===== config.mk =====
export PLATFORM = sky130hd
export DESIGN_NAME = game_ctrl
export DESIGN_NICKNAME = d
export VERILOG_FILES = /design/src/rtl/game_pkg.sv /design/src/rtl/edge_det.sv /design/src/rtl/game_ctrl.sv
export SDC_FILE = /design/constraint.sdc
export NUM_CORES = 1
export LEC_CHECK = 0
export ABC_AREA = 1
export BUFFER_PORTS_ARGS = -buffer_cell sky130_fd_sc_hd__buf_4
export CAP_MARGIN = 20
export CORE_MARGIN = 5
export CORE_UTILIZATION = 45
export CTS_BUF_LIST = sky130_fd_sc_hd__clkbuf_8
export DETAILED_ROUTE_END_ITERATION = 6
export HOLD_SLACK_MARGIN = 0.1
export PLACE_DENSITY = 0.77
export SYNTH_ARGS = -nofsm -noshare
export SYNTH_HDL_FRONTEND = slang
export SYNTH_HIERARCHICAL = 1
export SYNTH_SLANG_ARGS = --single-unit

===== constraint.sdc =====
create_clock -name clock -period 1.6 [get_ports clock]
set_input_delay 0.32 -clock clock [delete_from_list [all_inputs] [get_ports clock]]
set_output_delay 0.32 -clock clock [all_outputs]
set_load 0.05 [all_outputs]

===== src/rtl/game_pkg.sv =====
// rtl/game_pkg.sv - shared state encodings, widths and screen constants for the game sequencer
package game_pkg;

    typedef enum logic [2:0] {
        S_IDLE  = 3'd0,
        S_SERVE = 3'd1,
        S_PLAY  = 3'd2,
        S_PAUSE = 3'd3,
        S_LOST  = 3'd4,
        S_OVER  = 3'd5,
        S_WIN   = 3'd6
    } state_t;

    localparam int LIVES_W = 2;
    localparam int BLK_W   = 6;

    // Screen centre where the ball is parked while ball_start is low.
    localparam int X0 = 320;
    localparam int Y0 = 240;

    // Output pattern owned by each state: {ball_start, game_over, win}.
    function automatic logic [2:0] state_outputs(input state_t s);
        logic [2:0] o;
        o = 3'b000;
        case (s)
            S_PLAY:  o = 3'b100;
            S_PAUSE: o = 3'b110;
            S_OVER:  o = 3'b010;
            S_WIN:   o = 3'b011;
            default: o = 3'b000;
        endcase
        return o;
    endfunction

endpackage


===== src/rtl/edge_det.sv =====
// rtl/edge_det.sv - rising-edge detector: one history flop and an AND gate
// Ports: clock, reset (async, active-high), d (level in), rise (high for the cycle d first reads high).
module edge_det (
    input  logic clock,
    input  logic reset,
    input  logic d,
    output logic rise
);

    logic d_q;

    always_ff @(posedge clock or posedge reset) begin
        if (reset) begin
            d_q <= 1'b0;
        end else begin
            d_q <= d;
        end
    end

    assign rise = d & ~d_q;

endmodule


===== src/rtl/game_ctrl.sv =====
// rtl/game_ctrl.sv - Breakout round sequencer: lives, score, blocks, serve delay, pause, win/over
// Ports: clock, reset (async, active-high); btn_start, btn_pause, frame_tick, endgame_ball, hit_block in;
//        ball_start, game_over, win, lives, score, blocks_left, state out (all registered).
module game_ctrl
    import game_pkg::*;
#(
    parameter int LIVES       = 3,
    parameter int N_BLOCKS    = 40,
    parameter int SERVE_DELAY = 60,
    parameter int BLOCK_PTS   = 1,
    parameter int SCORE_W     = 10
) (
    input  logic               clock,
    input  logic               reset,
    input  logic               btn_start,
    input  logic               btn_pause,
    input  logic               frame_tick,
    input  logic               endgame_ball,
    input  logic               hit_block,
    output logic               ball_start,
    output logic               game_over,
    output logic               win,
    output logic [LIVES_W-1:0] lives,
    output logic [SCORE_W-1:0] score,
    output logic [BLK_W-1:0]   blocks_left,
    output logic [2:0]         state
);

    localparam logic [LIVES_W-1:0] LIVES_INIT = LIVES_W'(LIVES);
    localparam logic [LIVES_W-1:0] LIVES_ONE  = LIVES_W'(1);
    localparam logic [BLK_W-1:0]   BLK_INIT   = BLK_W'(N_BLOCKS);
    localparam logic [BLK_W-1:0]   BLK_ONE    = BLK_W'(1);
    localparam logic [7:0]         SERVE_LAST = 8'(SERVE_DELAY - 1);
    localparam logic [SCORE_W:0]   PTS        = (SCORE_W + 1)'(BLOCK_PTS);

    state_t               state_q;
    logic [7:0]           serve_cnt;
    logic                 start_rise, pause_rise, hit_rise, end_rise;
    logic [SCORE_W:0]     score_sum;
    logic [SCORE_W-1:0]   score_sat;

    edge_det u_start (.clock(clock), .reset(reset), .d(btn_start),    .rise(start_rise));
    edge_det u_pause (.clock(clock), .reset(reset), .d(btn_pause),    .rise(pause_rise));
    edge_det u_hit   (.clock(clock), .reset(reset), .d(hit_block),    .rise(hit_rise));
    edge_det u_end   (.clock(clock), .reset(reset), .d(endgame_ball), .rise(end_rise));

    // One extra bit catches the carry so the score pins at all-ones instead of wrapping.
    always_comb begin
        score_sum = {1'b0, score} + PTS;
        score_sat = score_sum[SCORE_W] ? {SCORE_W{1'b1}} : score_sum[SCORE_W-1:0];
    end

    assign state = state_q;

    // Outputs are loaded with the pattern of the state being entered, so they
    // change on the same edge as state_q.
    always_ff @(posedge clock or posedge reset) begin
        if (reset) begin
            state_q                  <= S_IDLE;
            lives                    <= LIVES_INIT;
            score                    <= '0;
            blocks_left              <= BLK_INIT;
            serve_cnt                <= '0;
            {ball_start, game_over, win} <= 3'b000;
        end else begin
            case (state_q)
                S_IDLE, S_OVER, S_WIN: begin
                    if (start_rise) begin
                        state_q                      <= S_SERVE;
                        {ball_start, game_over, win} <= state_outputs(S_SERVE);
                        lives                        <= LIVES_INIT;
                        score                        <= '0;
                        blocks_left                  <= BLK_INIT;
                        serve_cnt                    <= '0;
                    end
                end
                S_SERVE: begin
                    if (frame_tick) begin
                        if (serve_cnt == SERVE_LAST) begin
                            state_q                      <= S_PLAY;
                            {ball_start, game_over, win} <= state_outputs(S_PLAY);
                            serve_cnt                    <= '0;
                        end else begin
                            serve_cnt <= serve_cnt + 8'd1;
                        end
                    end
                end
                S_PLAY: begin
                    // The block is always credited, even when the ball is lost on the same cycle.
                    if (hit_rise) begin
                        score <= score_sat;
                        if (blocks_left != '0) begin
                            blocks_left <= blocks_left - BLK_ONE;
                        end
                    end
                    if (hit_rise && blocks_left == BLK_ONE) begin
                        state_q                      <= S_WIN;
                        {ball_start, game_over, win} <= state_outputs(S_WIN);
                    end else if (end_rise) begin
                        state_q                      <= S_LOST;
                        {ball_start, game_over, win} <= state_outputs(S_LOST);
                    end else if (pause_rise) begin
                        state_q                      <= S_PAUSE;
                        {ball_start, game_over, win} <= state_outputs(S_PAUSE);
                    end
                end
                S_PAUSE: begin
                    if (pause_rise) begin
                        state_q                      <= S_PLAY;
                        {ball_start, game_over, win} <= state_outputs(S_PLAY);
                    end
                end
                S_LOST: begin
                    if (lives <= LIVES_ONE) begin
                        lives                        <= '0;
                        state_q                      <= S_OVER;
                        {ball_start, game_over, win} <= state_outputs(S_OVER);
                    end else begin
                        lives                        <= lives - LIVES_ONE;
                        serve_cnt                    <= '0;
                        state_q                      <= S_SERVE;
                        {ball_start, game_over, win} <= state_outputs(S_SERVE);
                    end
                end
                default: begin
                    state_q                      <= S_IDLE;
                    {ball_start, game_over, win} <= state_outputs(S_IDLE);
                end
            endcase
        end
    end

endmodule


==> out/summary.txt <==
CORE AREA -> 4750 um^2
VDD IR max -> 1.17 mV
DRC marker count from the first detailed-route iteration -> 118
XOR/XNOR Fraction of Synth Area -> 1.18%
Simple-gate share of the synthesized area -> 35.2%
Most frequent CP cell -> nand2_1
Status -> finished clean
Synth Area in Adders -> 2.81%
Hold Startpoint -> hit_block
Row cnt -> 25
Cell Area, Placed -> 2570 um^2
Nets -> 360
Residual DRC -> 0
Worst-path clk slew -> 0.07 ns
Post-synthesis compound-gate area fraction -> 11.5%
Ranking of synthesized cells by area -> dfrtp_1 (36%), nand2_1 (14%), inv_1 (7.1%)
TritonCTS clock tree -> yes
Number of global-route vias before repair -> 2014
PortBufs -> 30
WL per Instance -> 11.7 um
Post-Place Worst Slack -> 0.0270 ns
Die Ht -> 80.3 um
Cts bufs inserted -> 5
Fin. max-slew vios -> 0
Design area -> 2730 um^2
First-pass GRT wire length -> 8760 um
Antenna Cells -> 0
Gr usage total -> 17.1%
Setup-failing EPs final -> 0
Mux share of post-synthesis cell area -> 0%
Post-DRT Antenna Nets -> 0
Hold Path Class -> input pin to flop
Via count -> 2038
Syn nets -> 315
Crit path kind -> flop to flop
Top cell type's share of synthesized area -> 36.0%
Die extent in x -> 80.3 um
Fin. Hold Viols -> 0
GRT Residual Overflow -> 0
PD cells -> 1670 nW/um^2
Initial antenna violation count -> 0
Synth Instances -> 303
CP Launch Point -> serve_cnt[0]$_DFFE_PP0P_
Crit. End Element -> flop
Yosys reg bits -> 36
Initial Utilization -> 46.8%
# fillers -> 440
Leading cell type in the layout, fill and taps excluded -> nand2_1
Worst slew pin tran -> 0.314 ns
Slowest CP cell -> dfrtp_1
Commonest non-fill, non-tap cells in the layout -> nand2_1 (80), inv_1 (44), buf_4 (38)
Reg-to-reg startpoint -> serve_cnt[0]$_DFFE_PP0P_
Maximum fanout along the worst path -> 5
RSZ-0062 raised after global routing -> yes
CP cell instances -> ha_2 -> inv_1 -> nor2_1 -> nand2_2 -> nand2_1 -> nand3_2 -> o21bai_1 -> nand2_1
Synthesized cell area -> 2220 um^2
DRT Wirelength -> 4860 um
Critical Path Max Stage Delay -> 0.39 ns
Detailed Place HPWL -> 3590 um
Layout cells sized above 1 -> 26.9%
Post-route setup TNS -> 0 ns
Synth area leader -> dfrtp_1
Setup crit start kind -> flop
Skew final -> 0.00419 ns
Fin Hold WS -> 0.141 ns
First-pass DRT Iterations -> 4
Total of max-cap violations -> 0
Area Growth Syn to Fin -> 22.8%
Htree depth -> 2
Leakage -> 1.38 nW
Main combinational cell family by area after synthesis -> simple AND/OR/NAND/NOR gates
Area of the die -> 6450 um^2
Rel. slew slack -> 79.0%
GP Congestion -> 0.935
Ports -> 31
Vias/cell -> 4.90
Unique masters post-synth -> 28
Min cycle time layout -> 1.50 ns
Fmax achieved -> 666 MHz
Syn. warnings -> 6
CP arrival -> 1.68 ns
Final setup margin -> 0.0992 ns
Mean post-synth cell area -> 7.34 um^2
Largest net degree at the start of global routing -> 24
Tcrit/Tclk final -> 93.8%
Required time worst endpoint -> 1.78 ns
Clock buffer depth -> 2
Clock net sink count -> 36
Root buffer cell -> clkbuf_8
Skew-Pair Late Insertion Delay -> 0.29 ns
Sequential-to-total area share from yosys stat -> 40.7%
==> kinds of logic after synthesis <==
| group | Yosys count |
|---|---|
| xor gates and xnor gates | 3 |
| adders and majority gates | 5 |
| and+or+nand+nor | 167 |
| buffers and inverters | 49 |
| DFF | 36 |
| AOI/OAI and AO/OA | 43 |
==> Yosys cell counts, drive strengths merged <==
master,instances
nand4,10
nor2,26
dfstp,4
or2,4
ha,5
xor2,3
nand3,33
dfrtp,32
o22ai,1
inv,47
clkinv,1
o21bai,4
o21ai,31
nor3,5
buf,1
nand2,89
a21boi,1
a21oi,6
==> cell type report <==
| type | instances | area [um^2] | area share, % |
|---|---|---|---|
| clock inverter | 2 | 7.51 | 0.275 |
| timing repair buffer | 39 | 295 | 10.8 |
| clock buffer | 6 | 82.6 | 3.02 |
| sequential | 36 | 913 | 33.5 |
| tap | 67 | 83.8 | 3.07 |
| multi-input combinational | 218 | 1160 | 42.6 |
| inverter | 48 | 184 | 6.74 |
==> worst max-delay path, delay by kind of cell, from the launching register on <==
kind	cells	cell delay [ns]
AND/OR/NAND/NOR	5	0.54
adder cells (fa/ha/maj)	1	0.22
flip-flops	1	0.39
buffers and inverters	1	0.06
AO/OA/AOI/OAI	1	0.17
==> power breakdown <==
group / leakage, nW / internal (mW) / total (mW) / switching [mW]
sequential: 0.462 / 1.16 / 1.42 / 0.260
clock: 0.0538 / 0.339 / 0.664 / 0.325
combinational: 0.862 / 0.777 / 2.47 / 1.69
total: 1.38 / 2.27 / 4.55 / 2.28
==> timing repair <==
item                                    in CTS  in global routing
hold buffers                                 1                  0
resized for setup                            0                 12
hold endpoints to repair                    13                  0
setup buffers                                0                  3
endpoints found under the setup margin       0                 14
==> per-layer routing <==
layer | wire length [um] | share of wire (%) | up-vias | global-route usage, %
li1 | - | - | 1068 | -
met1 | 2220 | 46 | 927 | 21.2
met2 | 2410 | 49 | 35 | 29.6
met3 | 137 | 2.8 | 8 | 2.47
met4 | 97 | 2.0 | 0 | 7.09
met5 | 0 | 0 | - | 0
==> per-stage QoR <==
| step | utilization, % | instances | total power [mW] |
|---|---|---|---|
| after floorplan | - | 303 | 3.22 |
| after global placement | 54.0 | 404 | 3.81 |
| after detailed placement | 54.0 | 404 | 3.84 |
| after CTS | 56.1 | 413 | 4.54 |
| after global routing | 57.4 | 416 | 4.92 |
| final | 57.4 | 416 | 4.55 |
==> final timing paths <==
check / to / slack, ns / cells after the start
setup / recovery: state[2]$_DFFE_PP0P_ / 0.1 / 8
hold / removal: u_hit/d_q$_DFF_PP0_ / 0.14 / 1
setup reg to reg: state[2]$_DFFE_PP0P_ / 0.1 / 8
hold reg to reg: blocks_left[5]$_DFFE_PP1P_ / 0.50 / 2
max in group asynchronous: lives[1]$_DFFE_PP1P_ / 0.62 / 4
min in group asynchronous: u_end/d_q$_DFF_PP0_ / 0.46 / 3
==> flip-flops by register name, indices dropped and copies added (netlist names) <==
| signal | cells |
|---|---|
| win | 1 |
| state | 3 |
| score | 10 |
| lives | 2 |
| u_hit/d_q | 1 |
| u_start/d_q | 1 |
| u_end/d_q | 1 |
| u_pause/d_q | 1 |
| game_over | 1 |
| ball_start | 1 |
| blocks_left | 6 |
| serve_cnt | 8 |
Note: power is estimated with default switching activity, not from simulation.
